**config.mk**
```make
export PLATFORM = sky130hd
export DESIGN_NAME = pixel_scan_sequencer
export DESIGN_NICKNAME = d
export VERILOG_FILES = /design/src/rtl/pixel_scan_sequencer.sv
export SDC_FILE = /design/constraint.sdc
export NUM_CORES = 1
export LEC_CHECK = 0
export BUFFER_PORTS_ARGS = -buffer_cell sky130_fd_sc_hd__buf_2
export CAP_MARGIN = 20
export CORE_ASPECT_RATIO = 1.5
export CORE_MARGIN = 4
export CORE_UTILIZATION = 63
export CTS_BUF_LIST = sky130_fd_sc_hd__clkbuf_4
export DETAILED_ROUTE_END_ITERATION = 8
export PLACE_DENSITY_LB_ADDON = 0.1
export SLEW_MARGIN = 20
export SYNTH_ARGS = -nofsm -noshare
export SYNTH_HDL_FRONTEND = slang
export SYNTH_SLANG_ARGS = --single-unit
export TNS_END_PERCENT = 30
```
**constraint.sdc**
```tcl
create_clock -name clk -period 4.5 [get_ports clk]
set_input_delay 0.9 -clock clk [delete_from_list [all_inputs] [get_ports clk]]
set_output_delay 0.9 -clock clk [all_outputs]
set_load 0.02 [all_outputs]
```
**src/rtl/pixel_scan_sequencer.sv**
```systemverilog
// Frame scheduler: per pixel READ -> WAIT(RD_LAT) -> PROC(until proc_done) -> WRITE, then FINISH.
// Optional macro PIX_SEQ_PERF_EN adds the perf_cycles busy-cycle counter output.
module pixel_scan_sequencer #(
  parameter int unsigned IMG_W    = 320,
  parameter int unsigned IMG_H    = 240,
  parameter int unsigned ADDR_W   = 17,
  parameter int unsigned RD_LAT   = 2,
  parameter int unsigned DST_BASE = 0
) (
  input  logic              clk,
  input  logic              reset,
  input  logic              start,
  input  logic              abort,
  output logic              rd_en,
  output logic [ADDR_W-1:0] rd_addr,
  output logic              proc_en,
  input  logic              proc_done,
  output logic              wren,
  output logic [ADDR_W-1:0] wr_addr,
  output logic              busy,
  output logic              done
`ifdef PIX_SEQ_PERF_EN
  ,
  output logic [31:0]       perf_cycles
`endif
);

  localparam int unsigned       NPIX     = IMG_W * IMG_H;
  localparam logic [ADDR_W-1:0] LAST_IDX = ADDR_W'(NPIX - 1);
  localparam logic [ADDR_W-1:0] BASE     = ADDR_W'(DST_BASE);
  localparam int unsigned       CNT_W    = $clog2(RD_LAT + 1);

  typedef enum logic [2:0] {
    S_IDLE,
    S_READ,
    S_WAIT,
    S_PROC,
    S_WRITE,
    S_FINISH
  } state_e;

  state_e             state_q, state_d;
  logic [ADDR_W-1:0]  idx_q, idx_d;
  logic [CNT_W-1:0]   lat_q, lat_d;
  logic [ADDR_W-1:0]  rd_addr_q, rd_addr_d;
  logic [ADDR_W-1:0]  wr_addr_q, wr_addr_d;
  logic               rd_en_q, proc_en_q, wren_q, busy_q, done_q;
  logic               rd_en_d, proc_en_d, wren_d, busy_d, done_d;

  always_comb begin
    state_d   = state_q;
    idx_d     = idx_q;
    lat_d     = lat_q;
    rd_addr_d = rd_addr_q;
    wr_addr_d = wr_addr_q;
    case (state_q)
      S_IDLE:   if (start && !abort) state_d = S_READ;
      S_READ: begin
        state_d = S_WAIT;
        lat_d   = CNT_W'(RD_LAT);
      end
      S_WAIT: begin
        if (lat_q == CNT_W'(1)) state_d = S_PROC;
        else                    lat_d   = lat_q - CNT_W'(1);
      end
      S_PROC:   if (proc_done) state_d = S_WRITE;
      S_WRITE: begin
        if (idx_q == LAST_IDX) begin
          state_d = S_FINISH;
        end else begin
          idx_d   = idx_q + ADDR_W'(1);
          state_d = S_READ;
        end
      end
      S_FINISH: begin
        state_d = S_IDLE;
        idx_d   = '0;
      end
      default:  state_d = S_IDLE;
    endcase
    // abort overrides every transition above, including end-of-frame
    if (abort && (state_q != S_IDLE)) begin
      state_d = S_IDLE;
      idx_d   = '0;
    end
    // outputs are registered from the next state so they reflect state_q after the edge
    if (state_d == S_READ)  rd_addr_d = idx_d;
    if (state_d == S_WRITE) wr_addr_d = BASE + idx_d;
    rd_en_d   = (state_d == S_READ);
    proc_en_d = (state_d == S_PROC);
    wren_d    = (state_d == S_WRITE);
    done_d    = (state_d == S_FINISH);
    busy_d    = (state_d != S_IDLE);
  end

`ifdef PIX_SEQ_PERF_EN
  logic [31:0] perf_q, perf_d;

  always_comb begin
    perf_d = perf_q;
    if (state_q == S_IDLE) begin
      if (state_d == S_READ) perf_d = '0;
    end else if (perf_q != '1) begin
      perf_d = perf_q + 32'd1;
    end
  end

  always_ff @(posedge clk or negedge reset) begin
    if (!reset) perf_q <= '0;
    else        perf_q <= perf_d;
  end

  assign perf_cycles = perf_q;
`endif

  always_ff @(posedge clk or negedge reset) begin
    if (!reset) begin
      state_q   <= S_IDLE;
      idx_q     <= '0;
      lat_q     <= '0;
      rd_addr_q <= '0;
      wr_addr_q <= '0;
      rd_en_q   <= 1'b0;
      proc_en_q <= 1'b0;
      wren_q    <= 1'b0;
      busy_q    <= 1'b0;
      done_q    <= 1'b0;
    end else begin
      state_q   <= state_d;
      idx_q     <= idx_d;
      lat_q     <= lat_d;
      rd_addr_q <= rd_addr_d;
      wr_addr_q <= wr_addr_d;
      rd_en_q   <= rd_en_d;
      proc_en_q <= proc_en_d;
      wren_q    <= wren_d;
      busy_q    <= busy_d;
      done_q    <= done_d;
    end
  end

  assign rd_en   = rd_en_q;
  assign rd_addr = rd_addr_q;
  assign proc_en = proc_en_q;
  assign wren    = wren_q;
  assign wr_addr = wr_addr_q;
  assign busy    = busy_q;
  assign done    = done_q;

endmodule

```
==> results <==
- The post-CTS repair timing setup buffer count is 0.
- The total instance count after detailed placement is 340.
- The leakage power of the design is about 1.6 nW.
- The number of global-route vias before repair is just over 2,000.
- The total core area is 4250 µm².
- The TritonCTS buffer count is 9.
- Summing every instance area after synthesis gives about 2800 µm².
- The iteration count of the initial detailed-routing pass is 4.
- The H-tree generated during clock tree synthesis spans 3 levels.
- A synthesized cell averages 10.7 µm².
- The site row count is 29.
- The upper clock frequency limit is 401 MHz.
- For the worst setup path, the data arrival time is 2.78 ns.
- The most used flip-flop cell after synthesis is dfrtp_1.
- The smallest clock period supported by the final layout is computed as between 2 and 2.5 ns.
- The worst voltage drop across the vdd grid is 0.340 mV.
- The floorplan step defined a die boundary enclosing about 5500 µm².
- After detailed routing, the number of remaining DRC violations is 0.
- The count of input and output buffers is between 40 and 50.
- The run finished with clean final reports.
- The top-level port count is 44.
- The TritonCTS clock tree is done.
- The power density normalized to cell area is 426 nW/µm².
- The per-cell routed wire length is about 16 µm.
- The hold buffer count at cts is 0.
- By area the synthesized netlist is led by dfrtp_1 55%, mux2_2 6.9%, mux2i_1 4.0%.
- The compound-cell area share of the yosys netlist is 10.9%.
- The clock reaches the later pin of the worst-skew pair after around 0.4 ns.
- The starting DRC count in detailed routing is 72.
- The area added between synthesis and finish is 15.0%.
- Cells fill roughly three quarters of the core in the end.
- The layout has ~320 filler cells.
- In this run, synthesis inferred 0 flip-flops with an integrated enable.
- By count the netlist is led by 61 x dfrtp_1, 25 x nor2_1, 19 x nand2_1, 17 x mux2_2, 17 x o21ai_0.
- The total routing resource utilization after global routing is ~22%.
- The cell area reported after detailed placement is 3010 µm².
- After layout, the worst path uses 55.5% of the clock period.
- The wire length reported by the detailed router is 5.67 mm.
- The most common cell in the netlist is dfrtp_1.
- The multiplexer fraction of the synthesized cell area is 10.9%.
- The setup path with the least slack is of type reg2reg.
- The final count of hold timing violations came to 0.
- Of all nets on the critical path, the largest fanout is 16.
- Setup violations remaining at the end of the flow were counted as 0.
- Clock-pin slew was measured on the worst setup and hold paths at 0.10 ns.
- The transition at the pin with the smallest max-transition slack is between 0.7 and 0.8 ns.
- The width of the chip is 62.1 µm.
- The number of cells in the finished layout apart from fillers is 356.
- The total negative slack for setup checks is 0 ns.
- The repair_antennas step left the layout with diodes totalling 0.
- The max-slew violation total from the final report was 0.
- The synthesized netlist devotes 0.903% of its cell area to adder and majority cells.
- In the synthesized netlist the async set-or-reset flop fraction comes to 100%.
- The global-route wire length before repair is 9.66 mm.
- The TritonCTS sink count is 61.
- STA classifies the critical path startpoint as a flip-flop.
- STA classifies the critical path endpoint as a flip-flop.
- Once detail routing completed, the nets flagged for antenna violations numbered 0.
- The fraction of the mapped netlist area in simple logic gates is 16.7%.
- The number of buffers on the longest clock path is 2.
- Setup repair after global routing left no endpoint under its margin.
- Entering global routing, the biggest net connects 62 pins.
- The number of gates resized after CTS was 0.
- The count of distinct cell types in the synthesized netlist is 44.
- Of the total synthesized cell area, the portion taken by XOR and XNOR cells is 1.58%.
- By area, the combinational part of the netlist is dominated by simple AND/OR/NAND/NOR gates.
- The detailed placer's ending HPWL is approximately 4.1 mm.
- The signal on the critical path passes through ha_1 -> nand4_1 -> nor2_1 -> a31oi_2 -> nor4_4 -> buf_4 -> mux2_2.
- The overall power of the completed layout is 1.36 mW.
- Max-cap violations in this run came to 0.
- For the final database, setup skew stands at 0.0125 ns.
- Sequential cells were found to cover 55.1% of the synthesized design area.
- The leftover overflow at the end of global routing is 0.
- Among all stages on the critical path, the largest delay is contributed by dfrtp_1.
- The floorplan die height is slightly below 90 µm.
- The final instance area is 3190 µm².
- The yosys synthesis warning count is 0.
- The register bit total from synthesis is a little over 60.
- The largest total area in the synthesized netlist belongs to dfrtp_1.
- Hold timing on the final database bottoms out at a slack of slightly below 0.5 ns.
- At the end of routability-driven placement, the weighted congestion stood at 0.948.
- The required time of the critical path is approximately 4.8 ns.
- The layout cell share with drive strength beyond 1 is between 20% and 30%.
- The number of nets in the layout is 312.
- The ratio of routed vias to standard cells is 5.82.
- The largest stage delay on the critical path is 0.45 ns.
- The root cell of the clock tree is clkbuf_4.
- The number of vias after detailed routing is 2,073.
- The number of nets produced by synthesis is 266.
- The initial utilization of the core area, before any placement, comes to 65.3%.
- In this run the worst hold path is classified as reg2reg.
- The cell count after synthesis came out at 259.
- Headroom to the max-slew limit came out at 47.6%.
- The share of the synthesized area in the top cell type is 55.1%.
- The number of antenna violations at the first check in global routing is 0.
- Once routing completed, OpenROAD measured the worst setup slack at 2.00 ns.
- The setup slack after placement is 1.93 ns.
==> worst max-delay path, delay by kind of cell, from the launching register on <==
kind | cells | cell delay, ns
compound gates | 1 | 0.22
simple gates | 3 | 0.68
flops | 1 | 0.45
mux | 1 | 0.37
buf+inv | 1 | 0.33
fa+ha+maj | 1 | 0.32
==> layout by cell type, fill, tap and decap left out, types with 4 or more instances in the layout <==
| cell | Yosys | layout |
|---|---|---|
| a21oi_1 | 6 | 6 |
| and3_1 | 4 | 4 |
| buf_2 | 3 | 43 |
| clkbuf_4 | 0 | 10 |
| dfrtp_1 | 61 | 61 |
| inv_1 | 15 | 15 |
| mux2_2 | 17 | 17 |
| mux2i_1 | 11 | 11 |
| nand2_1 | 19 | 19 |
| nand2b_1 | 5 | 5 |
| nand3_1 | 7 | 7 |
| nand4_1 | 6 | 6 |
| nor2_1 | 25 | 25 |
| nor3_1 | 7 | 7 |
| nor4_1 | 5 | 5 |
| o21ai_0 | 17 | 17 |
| or3_1 | 4 | 4 |
| xnor2_1 | 4 | 4 |
==> per-layer routing <==
layer	share of wire, %	wire [µm]	track usage, %	up-vias
met5	0	0	0	-
met4	3.1	176	10.8	0
met3	3.6	205	6.04	17
met2	52	2950	39.0	53
met1	41	2330	24.7	989
li1	-	-	-	1014
==> flip-flops by register name, summed over array words and instances, names as in the netlist <==
| signal | flops |
|---|---|
| wr_addr | 17 |
| wren | 1 |
| proc_en | 1 |
| rd_en | 1 |
| done | 1 |
| lat_q | 2 |
| idx_q | 17 |
| state_q | 3 |
| busy | 1 |
| rd_addr | 17 |
==> path summary, 6_finish.rpt <==
| check | from | end | slack (ns) | depth (start not counted) |
|---|---|---|---|---|
| setup / recovery | idx_q[0] | wr_addr[11] | 2.00 | 7 |
| hold / removal | rd_addr[7] | rd_addr[7] | 0.48 | 2 |
| setup reg to reg | idx_q[0] | wr_addr[11] | 2.00 | 7 |
| hold reg to reg | rd_addr[7] | rd_addr[7] | 0.48 | 2 |
| max in group asynchronous | reset | idx_q[11] | 3.36 | 2 |
| min in group asynchronous | reset | rd_addr[1] | 0.64 | 2 |
==> final cells by class <==
type / count / area (µm²) / area share [%]
Inverter: 16 / 60.1 / 1.89
Tap cell: 46 / 57.6 / 1.81
Multi-Input combinational cell: 172 / 1130 / 35.6
Timing Repair Buffer: 45 / 230 / 7.23
Clock buffer: 10 / 75.1 / 2.36
Clock inverter: 6 / 101 / 3.18
Sequential cell: 61 / 1530 / 47.9
==> cells by family after synthesis <==
| family | after synthesis |
|---|---|
| AND/OR/NAND/NOR | 90 |
| flip-flops | 61 |
| AO/OA/AOI/OAI | 47 |
| multiplexers | 28 |
| buffers and inverters | 26 |
| XOR/XNOR | 5 |
| adder cells (fa/ha/maj) | 2 |
==> report_power, final <==
part	internal [mW]	total, mW	switching, mW
sequential	0.610	0.648	0.0382
combinational	0.0834	0.237	0.154
clock	0.283	0.473	0.190
Power figures use the tool's default switching activity.
